$ cat config.mk
export PLATFORM = sky130hd
export DESIGN_NAME = data_memory_dump
export DESIGN_NICKNAME = d
export VERILOG_FILES = /design/src/rtl/dmem_pkg.sv /design/src/rtl/dmem_dump_fsm.sv /design/src/rtl/data_memory_dump.sv
export SDC_FILE = /design/constraint.sdc
export NUM_CORES = 2
export LEC_CHECK = 0
export CAP_MARGIN = 10
export CORE_MARGIN = 10
export CORE_UTILIZATION = 45
export CTS_BUF_LIST = sky130_fd_sc_hd__clkbuf_8 sky130_fd_sc_hd__clkbuf_16
export CTS_CLUSTER_DIAMETER = 60
export DETAILED_ROUTE_END_ITERATION = 10
export PLACE_DENSITY = 0.61
export SLEW_MARGIN = 15
export SYNTH_ARGS = -nofsm -noshare
export SYNTH_HDL_FRONTEND = slang
export SYNTH_SLANG_ARGS = --single-unit
$ cat constraint.sdc
create_clock -name CLOCK_50 -period 7.6 [get_ports CLOCK_50]
set_input_delay 1.14 -clock CLOCK_50 [delete_from_list [all_inputs] [get_ports CLOCK_50]]
set_output_delay 1.14 -clock CLOCK_50 [all_outputs]
set_load 0.02 [all_outputs]
$ cat src/rtl/dmem_pkg.sv
// Shared sizing and dump-sequencer state type for the LEGv8 data memory.
package dmem_pkg;

    localparam int N     = 64;
    localparam int DEPTH = 32;
    localparam int IDX_W = $clog2(DEPTH);

    typedef enum logic [1:0] {
        IDLE,
        SCAN,
        DONE
    } dump_state_t;

endpackage

$ cat src/rtl/dmem_dump_fsm.sv
// Dump sequencer: edge-detects dump, walks every word index and
// hands beats out over a valid/ready port.
module dmem_dump_fsm
    import dmem_pkg::*;
#(
    parameter int DEPTH = dmem_pkg::DEPTH
) (
    input  logic                     clk,
    input  logic                     reset,
    input  logic                     dump,
    input  logic                     dump_ready,
    output logic [$clog2(DEPTH)-1:0] idx,
    output logic                     dump_valid,
    output logic                     dump_busy,
    output logic                     dump_done
);

    localparam int IW = $clog2(DEPTH);
    localparam logic [IW-1:0] LAST = IW'(DEPTH - 1);

    dump_state_t   state;
    dump_state_t   state_nxt;
    logic [IW-1:0] idx_nxt;
    logic          dump_q;
    logic          start;
    logic          fire;

    assign start = dump & ~dump_q;
    assign fire  = dump_valid & dump_ready;

    always_ff @(posedge clk) begin
        if (reset) begin
            state  <= IDLE;
            idx    <= '0;
            dump_q <= 1'b0;
        end else begin
            state  <= state_nxt;
            idx    <= idx_nxt;
            dump_q <= dump;
        end
    end

    always_comb begin
        state_nxt = state;
        idx_nxt   = idx;
        unique case (state)
            IDLE: begin
                if (start) begin
                    state_nxt = SCAN;
                    idx_nxt   = '0;
                end
            end
            SCAN: begin
                // idx stays on the last word in DONE
                if (fire) begin
                    if (idx == LAST) begin
                        state_nxt = DONE;
                    end else begin
                        idx_nxt = idx + 1'b1;
                    end
                end
            end
            DONE: begin
                if (!dump) begin
                    state_nxt = IDLE;
                end
            end
            default: state_nxt = IDLE;
        endcase
    end

    assign dump_valid = (state == SCAN);
    assign dump_busy  = (state == SCAN);
    assign dump_done  = (state == DONE);

endmodule

$ cat src/rtl/data_memory_dump.sv
// Word-addressed LEGv8 data memory with an end-of-run dump port.
// Define DMEM_ALIGN_CHECK_EN to reject misaligned accesses and add misalign.
module data_memory_dump
    import dmem_pkg::*;
#(
    parameter int N     = dmem_pkg::N,
    parameter int DEPTH = dmem_pkg::DEPTH
) (
    input  logic         CLOCK_50,
    input  logic         reset,
    input  logic         memWrite,
    input  logic         memRead,
    input  logic [N-1:0] address,
    input  logic [N-1:0] writeData,
    output logic [N-1:0] readData,
    input  logic         dump,
    output logic         dump_valid,
    input  logic         dump_ready,
    output logic [N-1:0] dump_addr,
    output logic [N-1:0] dump_data,
    output logic         dump_busy,
    output logic         dump_done
`ifdef DMEM_ALIGN_CHECK_EN
    ,
    output logic         misalign
`endif
);

    localparam int IW = $clog2(DEPTH);

    logic [N-1:0]  mem [DEPTH];
    logic [IW-1:0] idx;
    logic [IW-1:0] dump_idx;
    logic          in_range;
    logic          aligned;
    logic          wr_en;
    logic          rd_en;

    assign idx      = address[IW+2:3];
    assign in_range = ~|address[N-1:IW+3];

`ifdef DMEM_ALIGN_CHECK_EN
    logic access;

    assign access  = memWrite | memRead;
    assign aligned = (address[2:0] == 3'b000);

    always_ff @(posedge CLOCK_50) begin
        if (reset) begin
            misalign <= 1'b0;
        end else if (access && !aligned) begin
            misalign <= 1'b1;
        end
    end
`else
    // Byte offset is don't-care: accesses hit the containing word
    logic unused_lsb;

    assign aligned    = 1'b1;
    assign unused_lsb = ^address[2:0];
`endif

    assign wr_en = memWrite & in_range & aligned;
    assign rd_en = memRead & in_range & aligned;

    always_ff @(posedge CLOCK_50) begin
        if (reset) begin
            for (int i = 0; i < DEPTH; i++) begin
                mem[i] <= '0;
            end
        end else if (wr_en) begin
            mem[idx] <= writeData;
        end
    end

    assign readData = (rd_en && !reset) ? mem[idx] : '0;

    dmem_dump_fsm #(
        .DEPTH(DEPTH)
    ) u_fsm (
        .clk       (CLOCK_50),
        .reset     (reset),
        .dump      (dump),
        .dump_ready(dump_ready),
        .idx       (dump_idx),
        .dump_valid(dump_valid),
        .dump_busy (dump_busy),
        .dump_done (dump_done)
    );

    // Beat data is the live word, so core stores during a stall show up
    assign dump_addr = reset ? '0 : {{(N-IW-3){1'b0}}, dump_idx, 3'b000};
    assign dump_data = reset ? '0 : mem[dump_idx];

endmodule

==> metrics.txt <==
RePlAce Congestion 0.841; CP Buf/Inv Count 2; CTS Hold Bufs 0; Worst R2R Start u_fsm.idx[0]$_SDFFE_PP0N_; Post-synth EDFFs 2048; Clk pwr share 38.6%; status completed; fin crit share 91.1%; fmax 144 MHz; Crit Path Class flop to primary output; first-pass GRT wire length 557000 um; Initial Utilization 45.3%; CP Max Fanout 26; CTS tree yes; leakage power 34.8 nW; Chip Height 502 um; final core occ 50.8%; GR Overflow Total 0; gr usage total 31.2%; I/O Pins 329; Post-Syn Instances 7409; fillers 19400; Worst Hold Path Cells 1; Hold WC Path Type flop to flop; Clk Latency, worst-skew pair 0.88 ns; CP endpoint kind primary output; internal power consumption 0.0198 W; Post-CTS Setup Bufs 0; Synth-to-Final Area Change 12.0%; synth unique cells 50; Logic pwr share 10.8%; Final Power 0.0263 W; vias in the first global route 73200; Clock Sink Count 2061; synthesized area 105000 um2; Synthesis Warnings 0; post-DR vias/cell 6.89; number of H-tree levels 4; dpl hpwl 220000 um; Psw 0.00651 W; pin count of the biggest net entering global routing 155; required time of the worst setup path 6.46 ns; drt initial violations 11800; routed wire length per instance 37.8 um; I/O Buffers 266; most common cell after layout, fill and taps aside nor2_1; Die ar. 252000 um2; Rel. slew slack 9.20%; post-CTS sizing 0; Root Driver clkbuf_16; Worst Tran Pin Value 1.35 ns; Rows 176; Max Cap Viol 0; min-delay src u_fsm.idx[0]$_SDFFE_PP0N_; dominant synthesized flop cell edfxtp_1; Crit path max-delay family simple AND/OR/NAND/NOR gates; crit-path max cell delay 1.05 ns; Setup-failing EPs final 0; part of the power in registers 50.6%; Syn Area/Cell 14.1 um2; Reg clk slew, reported paths 0.06 ns; share of layout cells above drive strength 1 21.7%; Max VDD drop 0.000216 V; Critical Path AT 5.78 ns; Total Nets Final 7546; setup_tns 0 ns; slowest CP cell nor4_1; Clock Path Buffers 3; RR Endpoint u_fsm.idx[4]$_SDFFE_PP0N_; synthesis-stage register bit count 2061; CP Launch Type flop; most frequent cells in the layout nor2_1 (2176), edfxtp_1 (2048), mux4_2 (1029), nand2_1 (519), o22ai_1 (312); DRC viols 0; Num CTS Buffers 216; Final Max Slew Viols 0; area of the core 231000 um2; clk_skew 0.0293 ns; critical path cell sequence nand2b_2 > buf_4 > nand2b_1 > o22ai_1 > nor4_1 > clkdlybuf4s50_1; power density cells 224 nW/um2; DRT antenna net count 0; vias 73200; DIE WIDTH 502 um; initial antenna violation count 27; Pre-antenna DRT Iters 7; Post-Route WL 402000 um; Final Hold Fails 0; sequential cell area fraction in the yosys report 59.0%; Final min period 6.92 ns; Worst R2R Setup Slack 5.64 ns; Sw Share 24.7%; unrepaired setup endpoints after global routing no; R2R depth 6; FFs w/ async S/R, synth 0%
-- synthesized netlist by cell type, types with 3 or more instances --
cell type  instances  share of area (%)
a2111oi_0         20               0.17
a211oi_1           3              0.022
a21o_1            24               0.17
a21oi_1           25               0.12
a221oi_1          35               0.29
a22o_1             4              0.033
a22oi_1           22               0.16
a311oi_1           6              0.050
a31oi_1            5              0.030
and2_0             3              0.018
and2_1             3              0.018
buf_1            115               0.41
buf_2            248                1.2
buf_4            128               0.92
buf_6              4              0.043
clkbuf_1         279                1.0
dfxtp_1           13               0.25
edfxtp_1        2048                 59
mux2_2            24               0.26
mux2i_1           53               0.51
mux4_2          1029                 22
nand2_1          525                1.9
nand2b_1           9              0.054
nand3_1            3              0.014
nand3b_1           3              0.022
nand4_1            5              0.030
nor2_1          2183                7.8
nor2b_1           29               0.17
nor3_1            24               0.11
nor4_1            15              0.090
o21ai_0           70               0.33
o21bai_1          32               0.23
o22a_1            16               0.13
o22ai_1          312                1.9
or2_2              6              0.036
or3b_2             3              0.025
or4_1             63               0.45
-- cell type report --
class	count	area, um2	area share [%]
tap	3026	3790	3.23
clock buffer	222	5560	4.74
sequential	2061	61800	52.7
antenna	21	52.6	0.0448
inverter	3	11.3	0.00960
multi-input combinational	4629	39900	34.1
timing repair buffer	499	5080	4.33
clock inverter	169	1040	0.891
-- flip-flops by register name, summed over array words and instances (netlist names), named ones only --
register / flops
u_fsm.state: 2
u_fsm.idx: 5
u_fsm.dump_q: 1
mem: 2048
-- power groups by stage --
stage                     sequential, W  clock (W)  combinational (W)
after CTS                        0.0133     0.0102            0.00279
after global placement           0.0135          0            0.00278
after global routing             0.0134     0.0106            0.00290
final                            0.0133     0.0101            0.00284
after floorplan                  0.0135          0            0.00174
after detailed placement         0.0135          0            0.00278
-- how the worst max path moves through the flow --
stage | start | endpoint | slack (ns) | depth (start not counted)
3_5_place_dp | address[5] | readData[7] | 1.09 | 8
5_1_grt | flop | dump_data[7] | 0.86 | 6
6_report | flop | dump_data[39] | 0.68 | 6
4_1_cts | flop | dump_data[39] | 0.87 | 6
2_1_floorplan | address[15] | mem[13][0]$_SDFFCE_PN0P_ | 1.64 | 6
3_3_place_gp | address[5] | readData[35] | 1.14 | 8
-- worst register-to-register path, cell delays in order (launching register included) --
cell and delay [ns]:
dfxtp_1 0.33, ha_1 0.22, and3_1 0.19, ha_1 0.19, nand3b_1 0.17, a21oi_1 0.34, o21ai_0 0.31
-- cells by family (layout without fill, tap and decap cells) --
kind of cell	after synthesis	count (layout)	synth area share (%)
XOR/XNOR	2	2	0.0167
other	1	80	0.00358
adder cells (fa/ha/maj)	2	2	0.0239
multiplexers	1106	1106	22.9
buffers and inverters	777	893	3.57
flip-flops	2061	2061	59.0
AO/OA/AOI/OAI	576	576	3.63
AND/OR/NAND/NOR	2884	2884	10.8
-- routing by layer --
metal,share of wire (%),vias up,global-route usage (%)
li1,-,28400,-
met1,33,37400,40.2
met2,46,6284,49.3
met3,15,1179,8.12
met4,6.0,16,15.5
met5,0.025,-,0
-- stage by stage --
step / worst slack [ns] / cell area (um2) / hold WS (ns) / cells
2_1_floorplan: 1.64 / 105000 / 0.461 / 7467
3_3_place_gp: 1.14 / 111000 / 0.488 / 10200
3_5_place_dp: 1.09 / 111000 / 0.491 / 10200
4_1_cts: 0.874 / 117000 / 0.503 / 10600
5_1_grt: 0.860 / 117000 / 0.529 / 10600
6_report: 0.677 / 117000 / 0.506 / 10600
Note: power is estimated with default switching activity, not from simulation.
